## src/rtl/code_conv_display_if.sv

```systemverilog
// ---------------------------------------------------------------------------
// code_conv_display_if
// Handshake bundle between a code-word source and the code_conv_display
// block.
//   in_valid  : source -> block, in_code/mode are valid
//   in_ready  : block -> source, block can take a word this cycle
//   in_code   : source -> block, N_BITS code word
//   mode      : source -> block, conversion mode
//   out_valid : block -> sink, one-cycle pulse when out_code is new
//   out_code  : block -> sink, last converted word
// ---------------------------------------------------------------------------
interface code_conv_display_if #(
    parameter int N_BITS = 4
);
    logic              in_valid;
    logic              in_ready;
    logic [N_BITS-1:0] in_code;
    logic [1:0]        mode;
    logic              out_valid;
    logic [N_BITS-1:0] out_code;

    modport master (
        output in_valid, in_code, mode,
        input  in_ready, out_valid, out_code
    );

    modport slave (
        input  in_valid, in_code, mode,
        output in_ready, out_valid, out_code
    );
endinterface

```

## src/rtl/code_conv_display.sv

```systemverilog
// ---------------------------------------------------------------------------
// code_conv_display
// Accepts an N_BITS code word over a valid/ready handshake, converts it one
// bit per clock (MSB first) in the selected mode, holds the result and
// drives a time-multiplexed N_BITS-digit 7-segment display that shows each
// result bit as a '0' or '1' glyph.
//   clk     : sole clock, rising edge
//   reset   : asynchronous, active-high
//   clear   : synchronous return to IDLE, display blanked, out_code kept
//   bus     : handshake bundle (slave side), see code_conv_display_if
//   seg     : segments a..g on seg[0]..seg[6]
//   dig_en  : one-hot digit enable (one-cold when ACTIVE_LOW)
// Modes: 00 pass, 01 Gray->binary, 10 binary->Gray, 11 pass.
// ---------------------------------------------------------------------------
module code_conv_display #(
    parameter int N_BITS     = 4,
    parameter int SCAN_DIV   = 1000,
    parameter int ACTIVE_LOW = 0
) (
    input  logic                 clk,
    input  logic                 reset,
    input  logic                 clear,
    code_conv_display_if.slave   bus,
    output logic [6:0]           seg,
    output logic [N_BITS-1:0]    dig_en
);

    localparam int IDX_W = $clog2(N_BITS);
    localparam int DIV_W = (SCAN_DIV > 1) ? $clog2(SCAN_DIV) : 1;
    localparam logic [IDX_W-1:0] IDX_LAST = IDX_W'(N_BITS - 1);
    localparam logic [DIV_W-1:0] DIV_LAST = DIV_W'(SCAN_DIV - 1);
    localparam logic             INV      = (ACTIVE_LOW != 0);

    typedef enum logic [1:0] {
        IDLE    = 2'd0,
        CONVERT = 2'd1,
        SHOW    = 2'd2
    } state_t;

    function automatic logic [6:0] glyph(input logic b);
        return b ? 7'b0000110 : 7'b0111111;
    endfunction

    state_t              state_q, state_d;
    logic                in_ready_q, in_ready_d;
    logic                out_valid_q, out_valid_d;
    logic [N_BITS-1:0]   out_code_q, out_code_d;
    logic [N_BITS-1:0]   disp_q, disp_d;
    logic [IDX_W-1:0]    d_q, d_d;
    logic [DIV_W-1:0]    div_q, div_d;
    logic [6:0]          seg_q, seg_d;
    logic [N_BITS-1:0]   dig_q, dig_d;

    // Datapath registers: no reset, always loaded before use.
    logic [N_BITS-1:0]   code_q, code_d;
    logic [1:0]          mode_q, mode_d;
    logic [IDX_W-1:0]    idx_q, idx_d;
    logic [N_BITS-1:0]   work_q, work_d;
    // Result bit and code bit from the previous (higher) position; both start
    // at 0 so the MSB falls out of the same XOR as every other bit.
    logic                prev_r_q, prev_r_d;
    logic                prev_c_q, prev_c_d;

    logic                accept;
    logic                cur_c;
    logic                conv_bit;

    always_comb begin
        state_d     = state_q;
        out_valid_d = 1'b0;
        out_code_d  = out_code_q;
        disp_d      = disp_q;
        d_d         = d_q;
        div_d       = div_q;
        seg_d       = seg_q;
        dig_d       = dig_q;
        code_d      = code_q;
        mode_d      = mode_q;
        idx_d       = idx_q;
        work_d      = work_q;
        prev_r_d    = prev_r_q;
        prev_c_d    = prev_c_q;

        accept = bus.in_valid && in_ready_q && !clear;
        cur_c  = code_q[idx_q];
        case (mode_q)
            2'b01:   conv_bit = prev_r_q ^ cur_c;
            2'b10:   conv_bit = prev_c_q ^ cur_c;
            default: conv_bit = cur_c;
        endcase

        if (clear) begin
            state_d = IDLE;
        end else begin
            case (state_q)
                IDLE, SHOW: begin
                    if (accept) begin
                        state_d  = CONVERT;
                        code_d   = bus.in_code;
                        mode_d   = bus.mode;
                        idx_d    = IDX_LAST;
                        work_d   = '0;
                        prev_r_d = 1'b0;
                        prev_c_d = 1'b0;
                    end
                end
                CONVERT: begin
                    work_d[idx_q] = conv_bit;
                    prev_r_d      = conv_bit;
                    prev_c_d      = cur_c;
                    if (idx_q == '0) begin
                        state_d     = SHOW;
                        out_code_d  = work_d;
                        disp_d      = work_d;
                        out_valid_d = 1'b1;
                    end else begin
                        idx_d = idx_q - 1'b1;
                    end
                end
                default: state_d = IDLE;
            endcase
        end

        in_ready_d = (state_d != CONVERT);

        // Scanner: parked and blank in IDLE; seg/dig_en only refresh on
        // leaving IDLE or on a digit advance, so a result load shows up at
        // the next digit step rather than mid-digit.
        if (state_d == IDLE) begin
            d_d   = '0;
            div_d = '0;
            seg_d = '0;
            dig_d = '0;
        end else if (state_q == IDLE) begin
            seg_d        = glyph(disp_d[d_q]);
            dig_d        = '0;
            dig_d[d_q]   = 1'b1;
        end else if (div_q == DIV_LAST) begin
            div_d        = '0;
            d_d          = (d_q == IDX_LAST) ? '0 : d_q + 1'b1;
            seg_d        = glyph(disp_d[d_d]);
            dig_d        = '0;
            dig_d[d_d]   = 1'b1;
        end else begin
            div_d = div_q + 1'b1;
        end
    end

    always_ff @(posedge clk or posedge reset) begin
        if (reset) begin
            state_q     <= IDLE;
            in_ready_q  <= 1'b1;
            out_valid_q <= 1'b0;
            out_code_q  <= '0;
            disp_q      <= '0;
            d_q         <= '0;
            div_q       <= '0;
            seg_q       <= '0;
            dig_q       <= '0;
        end else begin
            state_q     <= state_d;
            in_ready_q  <= in_ready_d;
            out_valid_q <= out_valid_d;
            out_code_q  <= out_code_d;
            disp_q      <= disp_d;
            d_q         <= d_d;
            div_q       <= div_d;
            seg_q       <= seg_d;
            dig_q       <= dig_d;
        end
    end

    always_ff @(posedge clk) begin
        code_q   <= code_d;
        mode_q   <= mode_d;
        idx_q    <= idx_d;
        work_q   <= work_d;
        prev_r_q <= prev_r_d;
        prev_c_q <= prev_c_d;
    end

    assign bus.in_ready  = in_ready_q;
    assign bus.out_valid = out_valid_q;
    assign bus.out_code  = out_code_q;
    // Polarity flip against a constant keeps the outputs glitch-free.
    assign seg    = seg_q ^ {7{INV}};
    assign dig_en = dig_q ^ {N_BITS{INV}};

endmodule

```

## src/flat_wrapper.sv

```systemverilog
// flat-port wrapper written by rule: the top's interface ports become plain ports
module code_conv_display_flat 
#(
    parameter int N_BITS     = 4,
    parameter int SCAN_DIV   = 1000,
    parameter int ACTIVE_LOW = 0
)
  (clk, reset, clear, seg, dig_en, bus_in_valid, bus_in_code, bus_mode, bus_in_ready, bus_out_valid, bus_out_code);
  code_conv_display_if #(.N_BITS(N_BITS)) bus_i ();
  input  logic clk;
  input  logic reset;
  input  logic clear;
  output logic [6:0] seg;
  output logic [N_BITS-1:0] dig_en;
  input wire logic [$bits(bus_i.in_valid)-1:0] bus_in_valid;
  input wire logic [$bits(bus_i.in_code)-1:0] bus_in_code;
  input wire logic [$bits(bus_i.mode)-1:0] bus_mode;
  output wire logic [$bits(bus_i.in_ready)-1:0] bus_in_ready;
  output wire logic [$bits(bus_i.out_valid)-1:0] bus_out_valid;
  output wire logic [$bits(bus_i.out_code)-1:0] bus_out_code;
  assign bus_i.in_valid = bus_in_valid;
  assign bus_i.in_code = bus_in_code;
  assign bus_i.mode = bus_mode;
  assign bus_in_ready = bus_i.in_ready;
  assign bus_out_valid = bus_i.out_valid;
  assign bus_out_code = bus_i.out_code;
  code_conv_display #(.N_BITS(N_BITS), .SCAN_DIV(SCAN_DIV), .ACTIVE_LOW(ACTIVE_LOW)) u_core (.clk(clk), .reset(reset), .clear(clear), .bus(bus_i), .seg(seg), .dig_en(dig_en));
endmodule
```

## config.mk

```make
export PLATFORM = sky130hd
export DESIGN_NAME = code_conv_display_flat
export DESIGN_NICKNAME = d
export VERILOG_FILES = /design/src/rtl/code_conv_display_if.sv /design/src/rtl/code_conv_display.sv /design/src/flat_wrapper.sv
export SDC_FILE = /design/constraint.sdc
export NUM_CORES = 1
export LEC_CHECK = 0
export ABC_AREA = 1
export CAP_MARGIN = 25
export CORE_MARGIN = 1.5
export CORE_UTILIZATION = 50
export DETAILED_ROUTE_END_ITERATION = 10
export PLACE_DENSITY = 0.8
export SETUP_SLACK_MARGIN = 0.4
export SYNTH_ARGS = -nofsm -noshare
export SYNTH_HDL_FRONTEND = slang
export SYNTH_SLANG_ARGS = --single-unit
```

## constraint.sdc

```tcl
create_clock -name clk -period 2.3 [get_ports clk]
set_clock_uncertainty 0.05 [all_clocks]
set_input_delay 0.46 -clock clk [delete_from_list [all_inputs] [get_ports clk]]
set_output_delay 0.46 -clock clk [all_outputs]
set_load 0.01 [all_outputs]
```

=== Word-level counts from Yosys, hierarchy flattened ===
Cells that the tools add are included.

* Magnitude comparators: 6
* Shift-type cells: 0
* Multiply operators: 0
* Reduce and logical (&&, ||, !) cells: 18
* Bitwise operators: 3
* Muxes and demuxes: 47
* Divide/modulo/power cells: 0
* Eq/ne operators: 10
* Add/subtract/negate cells: 3

{| class="wikitable"
|+ Operators with widths
! kind !! count
|-
| $mux W10 || 3
|-
| $mux W4 || 7
|-
| $mux W7 || 3
|-
| $mux W2 || 9
|-
| $mux W6 || 2
|-
| $add A10 B1 Y10 const B || 1
|-
| $eq A10 B10 Y1 const B || 1
|-
| $mux W1 || 10
|-
| $lt A2 B3 Y1 const B || 3
|-
| $reduce_and A3 Y1 || 3
|-
| $pmux W2 S2 || 2
|-
| $pmux W4 S2 || 1
|-
| $bmux W1 S2 || 3
|-
| $demux W1 S2 || 3
|-
| $eq A2 B2 Y1 const B || 3
|-
| $ge A2 B1 Y1 const B || 3
|-
| $logic_not A2 Y1 || 3
|-
| $ne A2 B1 Y1 const B || 3
|-
| $pmux W1 S2 || 3
|-
| $logic_and A1 B1 Y1 || 5
|-
| $bwmux W4 || 1
|-
| $eq A2 B1 Y1 const B || 2
|-
| $reduce_and A4 Y1 || 1
|-
| $reduce_bool A2 Y1 || 2
|-
| other kinds (9) || 10
|}

* Flip-flop bits (word level): 49
* Memories kept: 0
* Bits in read-only memories: 0
* Word-level logic and storage cells: 102
* Latch bits: 0
* RAM bits: 0
* Output and inout bits: 17

=== Longest topological paths before layout ===
Gate-level depths: netlist of run 1.

* Depth after elaboration: 14
* Gate-level depth with buffers: 15
* Gate-level depth less buffers: 15

=== Least setup slack after synthesis of run 1 ===
Ideal clock, no wire load.

* Path type: register to register
* From: register u_core.mode_q[1]
* To: register u_core.seg_q[4] (netlist: u_core.seg[4])
* Cell stages (with the launch flop): 14
* Slack: 0.675 ns
* Path buffers: 0
* Arrival: 1.458 ns
* Period minus slack after synthesis: 1.625 ns
* Path through: edfxtp_1 ha_1 inv_1 nand3_1 inv_1 nand2_1 nand3_1 nand3_1 nand3_1 nand3_1 nand2_1 nand2_1 nand3_1 nand2_1

* Longest elaborated chain between the ends: 12

{| class="wikitable"
|+ RTL lines
! item !! line !! text
|-
| start: declaration || code_conv_display.sv:56 || <nowiki>logic [1:0] mode_q, mode_d;</nowiki>
|-
| start signal: assignment || code_conv_display.sv:175 || <nowiki>mode_q <= mode_d;</nowiki>
|-
| $eq A2 B2 Y1 or $eq A2 B1 Y1 (tied branches) || code_conv_display.sv:86 || <nowiki>case (mode_q)</nowiki>
|-
| $pmux W1 S2 (*) || code_conv_display.sv:86 ||
|-
| $bwmux W4 (*) || code_conv_display.sv:108 || <nowiki>work_d[idx_q] = conv_bit;</nowiki>
|-
| $mux W4 (*) || code_conv_display.sv:111 || <nowiki>if (idx_q == '0) begin</nowiki>
|-
| $mux W4 (*) || code_conv_display.sv:95 || <nowiki>case (state_q)</nowiki>
|-
| $mux W4 (*) || code_conv_display.sv:92 || <nowiki>if (clear) begin</nowiki>
|-
| $bmux W1 S2 || code_conv_display.sv:141 || <nowiki>seg_d = glyph(disp_d[d_d]);</nowiki>
|-
| $mux W1 (not written as such) || code_conv_display.sv:141 ||
|-
| $mux W6 || code_conv_display.sv:41 || <nowiki>return b ? 7'b0000110 : 7'b0111111;</nowiki>
|-
| $mux W7 || code_conv_display.sv:138 || <nowiki>end else if (div_q == DIV_LAST) begin</nowiki>
|-
| $mux W7 (*) || code_conv_display.sv:134 || <nowiki>end else if (state_q == IDLE) begin</nowiki>
|-
| $mux W7 (*) || code_conv_display.sv:129 || <nowiki>if (state_d == IDLE) begin</nowiki>
|-
| end signal: assignment || code_conv_display.sv:168 || <nowiki>seg_q <= seg_d;</nowiki>
|-
| end: declaration || code_conv_display.sv:51 || <nowiki>logic [6:0] seg_q, seg_d;</nowiki>
|}

Mark *: on every way between the ends. The rest lies on a longest branch, timed or not. The select of a mux whose other input is x is not followed.
A chain may end at the register's enable or synchronous reset.

=== Final worst setup path of run 1 ===
* From: register u_core.idx_q[0]
* To: register u_core.seg_q[4] (netlist: u_core.seg[4])

* Longest elaborated chain between the ends: 14

{| class="wikitable"
|+ RTL lines
! item !! line !! text
|-
| start: declaration || code_conv_display.sv:57 || <nowiki>logic [IDX_W-1:0] idx_q, idx_d;</nowiki>
|-
| start signal: assignment || code_conv_display.sv:176 || <nowiki>idx_q <= idx_d;</nowiki>
|-
| $lt A2 B3 Y1 (not written as such), or another cell as far along || code_conv_display.sv:108 ||
|-
| $logic_and A1 B1 Y1 (not written as such) or $mux W1 (tied branches) || code_conv_display.sv:108, code_conv_display.sv:85 ||
|-
| $mux W1 (not written as such), or another cell as far along || code_conv_display.sv:108 ||
|-
| $demux W1 S2 or $pmux W1 S2 (tied branches) || n/a ||
|-
| $bwmux W4 || code_conv_display.sv:108 ||
|-
| $mux W4 || code_conv_display.sv:111 ||
|-
| $mux W4 || code_conv_display.sv:95 ||
|-
| $mux W4 || code_conv_display.sv:92 ||
|-
| $bmux W1 S2 || code_conv_display.sv:141 ||
|-
| $mux W1 (not written as such) || code_conv_display.sv:141 ||
|-
| $mux W6 || code_conv_display.sv:41 ||
|-
| $mux W7 || code_conv_display.sv:138 ||
|-
| $mux W7 || code_conv_display.sv:134 ||
|-
| $mux W7 || code_conv_display.sv:129 ||
|}

Parallel ways exist; a longest one is shown, timed or not. The select of a mux whose other input is x is not followed.

==> results of run 1 <==
[sequential cells by signal, summed over array words and instances, names as in the netlist, 2 cells and up]
signal and cells:
u_core.work_q 3, u_core.bus.out_code 4, u_core.state_q 2, u_core.mode_q 2
u_core.dig_en 4, u_core.d_q 2, u_core.disp_q 4, u_core.code_q 4
u_core.idx_q 2, u_core.div_q 10, u_core.seg 2
[layer usage]
layer | vias to the layer above | track usage [%] | wire [um] | part of all wire [%]
met1 | 849 | 24.5 | 1990 | 42
met2 | 52 | 29.9 | 2440 | 52
met4 | 0 | 6.84 | 75 | 1.6
li1 | 848 | - | - | -
met5 | - | 0 | 0 | 0
met3 | 6 | 4.65 | 197 | 4.2
[worst max path at each step]
stage	start	endpoint	slack, ns	cells after the start
5_1_grt	u_core.idx_q[0]	u_core.seg[4]	0.37	11
2_1_floorplan	u_core.mode_q[1]	u_core.seg[4]	0.67	13
3_3_place_gp	clear	u_core.dig_en[3]	0.25	12
4_1_cts	u_core.bus.in_ready	bus_in_ready	0.40	1
6_report	u_core.idx_q[0]	u_core.seg[4]	0.46	11
3_5_place_dp	clear	u_core.dig_en[0]	0.19	12
[cells in the final DEF (no fill, tap or decap), drive strengths merged]
cell type,netlist,final
edfxtp,13,13
nor4,1,1
clkinv,0,2
clkdlybuf4s50,0,23
or2,4,4
conb,1,1
nand2,52,52
ha,12,12
dlymetal6s2s,0,2
dfstp,1,1
nand4,1,1
o22ai,5,5
a21oi,2,2
and3,1,1
nor3,1,1
clkbuf,0,6
dfrtp,29,29
xor2,5,5
a211oi,1,1
nor2,19,19
buf,6,12
nand3,32,32
nand3b,2,2
o21ai,14,14
mux2i,4,4
inv,33,33
[repair_timing]
action,in CTS,in global routing
pin swaps,0,6
resized for setup,0,30
gates cloned,0,1
endpoints found under the setup margin,1,16
buffers inserted,1,5
[report_power, final]
| group | switching (uW) | internal [uW] |
|---|---|---|
| clock network | 256 | 207 |
| registers | 40.6 | 834 |
| logic | 145 | 116 |
[cell usage after synthesis (3+ instances only)]
cell type   n  area share, %
buf_4       5            1.7
nor2_1     14            2.4
dfrtp_1    29             33
edfxtp_1   13             18
inv_2       4           0.68
or2_2       3           0.84
inv_1      29            4.9
o21ai_1     7            1.6
mux2i_1     4            1.8
o21ai_0     5            1.1
nand2_1    49            8.3
nor2_4      3            1.5
ha_1       12            6.8
o22ai_1     5            1.4
nand3_1    32            7.2
xor2_1      5            2.0
[per-stage QoR]
step / power, uW / hold WS, ns
3_3_place_gp: 1120 / 0.411
6_report: 1600 / 0.450
2_1_floorplan: 1040 / 0.413
5_1_grt: 1670 / 0.480
4_1_cts: 1580 / 0.454
3_5_place_dp: 1130 / 0.436
[critical path: stages (launching register included)]
cell,delay (ns)
edfxtp_1,0.45
buf_4,0.16
buf_4,0.14
ha_2,0.21
or2_4,0.25
nand3_4,0.10
nand3_1,0.07
nand3_1,0.10
nand2_1,0.07
nand2_1,0.06
nand3_1,0.08
nand2_1,0.06
[layout make-up]
type | instances | area share (%)
Inverter | 33 | 4.55
Timing Repair Buffer | 37 | 12.9
Clock inverter | 2 | 0.270
Multi-Input combinational cell | 157 | 36.2
Tap cell | 52 | 2.34
Sequential cell | 43 | 41.1
Clock buffer | 6 | 2.61
[cell families (layout without fill, tap and decap cells)]
logic type / count (synthesis) / in the layout / synth area share, %
AND/OR/NAND/NOR: 113 / 113 / 24.1
XOR/XNOR: 5 / 5 / 1.97
multiplexers: 4 / 4 / 1.80
AO/OA/AOI/OAI: 22 / 22 / 6.02
adder cells (fa/ha/maj): 12 / 12 / 6.75
buffers and inverters: 39 / 78 / 7.77
flip-flops: 43 / 43 / 51.4
other: 1 / 1 / 0.169
==> impl_results.md, run 1 <==
- Number of global-route vias before repair: 1607
- Area after DPL: about 2500 um^2
- Startpoint Class: flip-flop
- Via density: between 5 and 6
- Syn_nets: 261
- Final Wtd Congestion: 0.853
- Synth unique cells: 31
- Hold path depth: 2
- Site row count: 24
- Period utilization: between 80% and 90%
- Reg2reg path depth: 11
- Area grow syn2layout: 25.0%
- All-Layer GR Usage: between 10% and 20%
- CTS tree: yes
- CTS clk-pin slew, worst paths: 0.08 ns
- Post-synth EDFFs: 13
- Critical hold path startpoint: u_core.bus.out_code[3]
- ANT cells: 0
- Buffers on Ports: 25
- Final critical-path required period: around 1.8 ns
- Clk buf depth: 2
- Multi-input combinational cell area: 1010 um^2
- Crit Path Max Fanout: 4
- Worst setup margin: around 0.46 ns
- Share of cells above drive strength 1: a little over a fifth
- Largest net degree at the start of global routing: 31
- Flop2flop setup slack: roughly 0.46 ns
- Die Y: approximately 70 um
- Final Core Density: roughly 64%
- First-pass GRT wire length: between 7000 and 8000 um
- Worst Path Required: ~2.5 ns
- Hold Buf Count CTS: 0
- CP Capture Type: flip-flop
- Die Area: 4860 um^2
- Worst VDD drop: ~400 uV
- Setup Viol. Count Final: 0
- Wirelength per Cell: 14.3 um
- Post-DP HPWL: 3120 um
- Antenna-violating nets left: 0
- Final nets: 299
- H-Tree Depth: 2
- Clk sink count: 43
- Final hold vios: 0
- Detailed Route Iter0 Violations: about 130
- # IOs: 27
- Starting Density: a little over 50%
- Drt drc: 0
- Most used DFF post-synth: dfrtp_1
- Setup TNS: 0 ns
- Die Width: about 70 um
- Initial antenna violation count: 0
- Syn Inst Count: 239
- Via count: between 1500 and 2000
- Filler Cells Inserted: ~360
- Run status: complete, no violations
- Arrival @ worst endpoint: a little over 2 ns
- FFs w/ async S/R, synth: 69.8%
- Syn_area_per_cell: 9.30 um^2
- Synthesized cell area: about 2200 um^2
- DP Worst Slack: about 0.19 ns
- Finished Layout Cells: 330
- Slew Limit Fails: 0
- Dpl cells: 315
- Core area: 4320 um^2
- Worst hold endpoint: u_core.bus.out_code[3]
- Cell Pwr Density: 575 nW/um^2
- Warnings from Yosys: 0
- Register area share after synthesis: 51.4%
- RSZ-0062 raised after global routing: true
- Post-layout instance area: about 2800 um^2
- CTS root buffer: clkbuf_8
- FF-to-FF End: u_core.seg[4]
- Initial DRT Pass Iterations: 4
- Max-Cap Viols: 0
- TritonCTS Buffers: 5
- Min-Delay Path Class: reg -> reg
- WL final: ~4700 um
- Leakage Power: roughly 0.0013 uW
- Number of synthesized register bits: between 40 and 50
- CP Class: reg -> reg
- Sequential cell area: around 1100 um^2
- Clock Latency Late Sink: 0.30 ns
- Fmax: between 0.5 and 0.6 GHz
- Total congestion overflow: 0
- Worst flop-to-flop path startpoint: u_core.idx_q[0]
Power figures use the tool's default switching activity.
==> run 2: changes to the inputs <==
Settings changed: PLACE_DENSITY 0.8 to 0.83.
Clock period 2.3 ns to 1.5 ns, I/O delays scaled along.
==> impl_results.md, run 2 (synthesis gave the netlist of run 1 again) <==
- Run status: complete, but fails checks
- Failing checks: negative setup slack
- Highest Signal Layer: met4
- Drt drc: 0
- Multi-input combinational cell area: 1350 um^2
- Max reg flops: 10
- Most frequent cells in the layout: buf_4 (52), dfrtp_1 (28), buf_6 (26)
- Final nets: about 360
- M1 WL: ~2900 um
- TritonCTS Buffers: 5
- Leakage Power: 0.00172 uW
- Worst Path Required: ~1.7 ns
- Finished Layout Cells: between 300 and 400
- Power, Total: 2810 uW
- WL final: 7150 um
- Initial antenna violation count: 0
- Hold Buf Count CTS: 0
- CTS root buffer: clkbuf_8
- CP Buf/Inv Count: 4
- Clk buf depth: 2
- Largest net degree at the start of global routing: 31
- Slew Limit Fails: 0
- Worst VDD drop: 569 uV
- DP Worst Slack: -0.426 ns
- Share of cells above drive strength 1: ~58%
- Via density: around 5.5
- Dpl cells: ~350
- Largest stage delay, worst path: 0.42 ns
- CTS tree: yes
- Final Wtd Congestion: roughly 0.8
- Cell Pwr Density: 768 nW/um^2
- Site row count: 24
- Final hold vios: 0
- Met2 wire len: between 3000 and 4000 um
- Total congestion overflow: 0
- Crit path max-delay family: buffers and inverters
- Die Width: about 70 um
- Post-DP HPWL: 3440 um
- Largest Register: u_core.div_q
- CP Class: reg -> reg
- Core area: about 4300 um^2
- Clock Latency Late Sink: about 0.31 ns
- CP Capture Type: flip-flop
- Crit Path Max Fanout: 4
- # IOs: 27
- Buffers on Ports: 25
- Met3 Wirelength: around 320 um
- Setup Viol. Count Final: 39
- Die Area: slightly below 5000 um^2
- Initial DRT Pass Iterations: 4
- Filler Cells Inserted: 208
- ANT cells: 0
- Sequential cell area: ~1100 um^2
- Wirelength per Cell: 18.1 um
- All-Layer GR Usage: between 20% and 30%
- Detailed Route Iter0 Violations: between 150 and 200
- Period utilization: 130%
- Final critical-path required period: 1.94 ns
- RSZ-0062 raised after global routing: true
- Crit-path cells: inv_2, ha_4, buf_4, o21ai_2, nand2_2, inv_2, nor2_4, nor2_4, buf_6, nand3b_1, o21ai_1
- Min-Delay Path Class: in -> async
- Setup TNS: -8.07 ns
- Clk sink count: between 40 and 50
- Worst setup margin: -0.444 ns
- Antenna-violating nets left: 0
- First-pass GRT wire length: approximately 9400 um
- Via count: between 2000 and 2500
- Starting Density: between 50% and 60%
- CTS clk-pin slew, worst paths: ~0.09 ns
- Slowest CP cell: edfxtp_1
- Max-Cap Viols: 0
- H-Tree Depth: 2
- Fmax: between 0.5 and 0.6 GHz
- Die Y: between 60 and 70 um
- Area grow syn2layout: 64.5%
- Number of global-route vias before repair: ~2100
- Final Core Density: 84.6%
- Most common cell after layout, fill and taps aside: buf_4
- Arrival @ worst endpoint: 2.12 ns
- Startpoint Class: flip-flop
[run 2: changes by cell type in the layout (fill, tap and decap cells not counted), moves of 5 or more]
cell / change
nand2_2: +19
buf_4: +43
inv_1: -8
o22ai_1: -5
buf_2: +11
nand3_1: -11
nand2_1: -22
buf_6: +25
nand3_4: +8
o22ai_2: +5
clkdlybuf4s50_1: -14
[run 2: area by class of cell]
type | instances | share of cell area, %
Multi-Input combinational cell | 158 | 36.9
Sequential cell | 43 | 31.3
Clock inverter | 2 | 0.342
Inverter | 33 | 3.86
Timing Repair Buffer | 101 | 23.9
Tap cell | 52 | 1.78
Clock buffer | 6 | 1.98
[run 2: final timing paths]
kind | from | endpoint | slack (ns) | cells past startpoint
hold reg to reg | u_core.disp_q[2] | u_core.disp_q[2] | 0.47 | 2
max in group asynchronous | reset | u_core.bus.in_ready | 0.90 | 3
setup / recovery | u_core.idx_q[1] | u_core.div_q[2] | -0.44 | 11
min in group clk | u_core.disp_q[2] | u_core.disp_q[2] | 0.47 | 2
hold / removal | reset | u_core.div_q[9] | 0.27 | 3
setup reg to reg | u_core.idx_q[1] | u_core.div_q[2] | -0.44 | 11
[run 2: report_power, final]
part | total, uW | internal [uW] | switching [uW]
combinational | 716 | 327 | 388
clock | 761 | 326 | 435
sequential | 1340 | 1280 | 53.2
[run 2: timing repair]
action / CTS / global route
setup endpoints to repair: 65 / 65
endpoints found under the hold margin: 0 / 0
setup buffers: 18 / 14
pin swaps: 8 / 20
gates resized for setup: 110 / 59
gates cloned: 1 / 0
[run 2: worst min-delay path: stages]
cell and delay [ns]:
clkdlybuf4s50_1 0.39, inv_1 0.09, buf_12 0.20
[run 2: metrics by stage]
step	hold WS, ns	area (um^2)
finish	0.268	3660
detailed placement	0.424	2960
global placement	0.411	2960
CTS	0.276	3300
global route	0.317	3660
floorplan	0.316	2350
[run 2: metal layers]
layer  vias to the layer above  track usage [%]
met5                         -                0
met4                         0             8.12
met3                        24             4.94
met2                        89             42.8
met1                      1078             29.5
li1                        980                -
==> run 3: changes to the inputs <==
Settings changed: CORE_UTILIZATION 50 to 35, GPL_ROUTABILITY_DRIVEN set to 0, PLACE_DENSITY 0.83 to 0.63, RECOVER_POWER set to 100.
==> impl_results.md, run 3 (synthesis gave the netlist of run 1 again) <==
- RSZ-0062 raised after global routing: true
- All-Layer GR Usage: around 16%
- CP Class: reg -> reg
- Met1 usage: between 20% and 30%
- Die Area: 6840 um^2
- Worst Path Required: ~1.7 ns
- ANT cells: 0
- Relative max-transition margin: slightly below 50%
- Most frequent cells in the layout: buf_4 (41), buf_6 (32), dfrtp_1 (28)
- Post-DP HPWL: ~3300 um
- H-Tree Depth: 2
- Period utilization: 117%
- Arrival @ worst endpoint: around 1.9 ns
- WL final: 5390 um
- Slowest CP cell: edfxtp_1
- Slew Limit Fails: 0
- Detailed Route Iter0 Violations: between 100 and 150
- Leakage Power: ~0.0017 uW
- Final critical-path required period: approximately 1.8 ns
- Core area: between 6000 and 7000 um^2
- CTS tree: yes
- Failing checks: negative setup slack
- Hold Buf Count CTS: 0
- Buffers on Ports: 25
- Crit-path cells: inv_2, ha_4, inv_2, nand3_4, inv_4, nand2_8, nand3_4, nand3_4, nand3_2, nand3_1, nand2_1, nand2_1, nand3_1, nand2_1
- # IOs: 27
- Antenna-violating nets left: 0
- Min-Delay Path Class: reg -> reg
- Via density: around 4.8
- Busiest layer in global routing: met2
- Via count: 1962
- Max reg flops: 10
- CTS root buffer: clkbuf_8
- TritonCTS Buffers: 5
- Filler Cells Inserted: just under 500
- Largest net degree at the start of global routing: 31
- Startpoint Class: flip-flop
- Crit Path Max Fanout: 3
- Post-layout instance area: 3630 um^2
- GRT met3 Usage: about 3.6%
- Flop2flop setup slack: -0.26 ns
- Total congestion overflow: 0
- Worst VDD drop: 372 uV
- Drt drc: 0
- Area after DPL: between 3000 and 4000 um^2
- Worst setup startpoint: u_core.mode_q[0]
- First-pass GRT wire length: 8470 um
- Fmax: about 0.57 GHz
- Largest Register: u_core.div_q
- Starting Density: a little under two fifths
- Site row count: 28
- Clk buf depth: 2
- Wirelength per Cell: between 10 and 15 um
- Setup Viol. Count Final: 37
- CTS clk-pin slew, worst paths: 0.08 ns
- CP Capture Type: flip-flop
- Critical Path End: u_core.seg[4]
- Worst setup margin: -0.261 ns
- Worst slew pin tran: 0.770 ns
- Clock Latency Late Sink: approximately 0.3 ns
- Setup TNS: -4.96 ns
- Die Y: around 83 um
- Number of global-route vias before repair: between 1500 and 2000
- Worst flop-to-flop path startpoint: u_core.mode_q[0]
- Share of cells above drive strength 1: a little over half
- Worst hold slack: between 0.4 and 0.5 ns
- Initial antenna violation count: 0
- Max-Cap Viols: 0
- Reg2reg path depth: 14
- Area grow syn2layout: 63.2%
- Largest stage delay, worst path: 0.39 ns
- Die Width: around 83 um
- Most common cell after layout, fill and taps aside: buf_4
- Final Core Density: between 60% and 70%
- FF-to-FF End: u_core.seg[4]
- Final hold vios: 0
- Initial DRT Pass Iterations: 4
- Clk sink count: 43
- Final nets: about 360
- M2 GR Usage: 27.2%
- Run status: complete, but fails checks
- Cell Pwr Density: around 760 nW/um^2
-- run 3: final cells by class --
type	instances	area, um^2	share of cell area, %
repair buffers	95	827	22.8
flip-flops and latches	43	1140	31.5
multi-input cells	157	1340	36.8
clock buffers	7	86.3	2.38
inverters	33	136	3.76
well taps	75	93.8	2.59
clock inverters	1	5.00	0.138
-- run 3: worst min-delay path by stage --
stage                     slack [ns]                    from  cells after the start                     end
after detailed placement        0.42  u_core.bus.out_code[3]                      2  u_core.bus.out_code[3]
after floorplan                 0.32                   clear                      1       u_core.state_q[1]
after CTS                       0.28                   reset                      3         u_core.div_q[5]
after global placement          0.41  u_core.bus.out_code[0]                      2  u_core.bus.out_code[0]
final                           0.45  u_core.bus.out_code[1]                      2  u_core.bus.out_code[1]
after global routing            0.50  u_core.bus.out_code[2]                      2  u_core.bus.out_code[2]
-- run 3: report_power, final --
part           switching, uW  internal [uW]
Combinational            342            312
Sequential              43.5           1280
Clock                    409            372
Total                    795           1970
-- run 3: repair_timing --
item / in CTS / in global routing
setup endpoints to repair: 64 / 66
buffers inserted: 15 / 8
resized for setup: 121 / 48
pin swaps: 9 / 24
-- run 3: worst max-delay path, delay by kind of cell, from the launching register on --
kind	cells	cell delay (ns)
adder cells (fa/ha/maj)	1	0.20
buffers and inverters	3	0.24
AND/OR/NAND/NOR	10	0.78
flip-flops	1	0.39
-- run 3: metal layers --
metal,vias to the layer above,wire (um)
li1,970,-
met1,940,2360
met2,44,2730
met3,8,196
met4,0,90
met5,-,0
-- run 3: through the flow --
stage | cells | total power [uW] | worst slack, ns
global route | 411 | 2910 | -0.369
finish | 411 | 2760 | -0.261
floorplan | 239 | 1630 | -0.0991
detailed placement | 380 | 1850 | -0.430
CTS | 403 | 2690 | -0.209
global placement | 380 | 1840 | -0.382
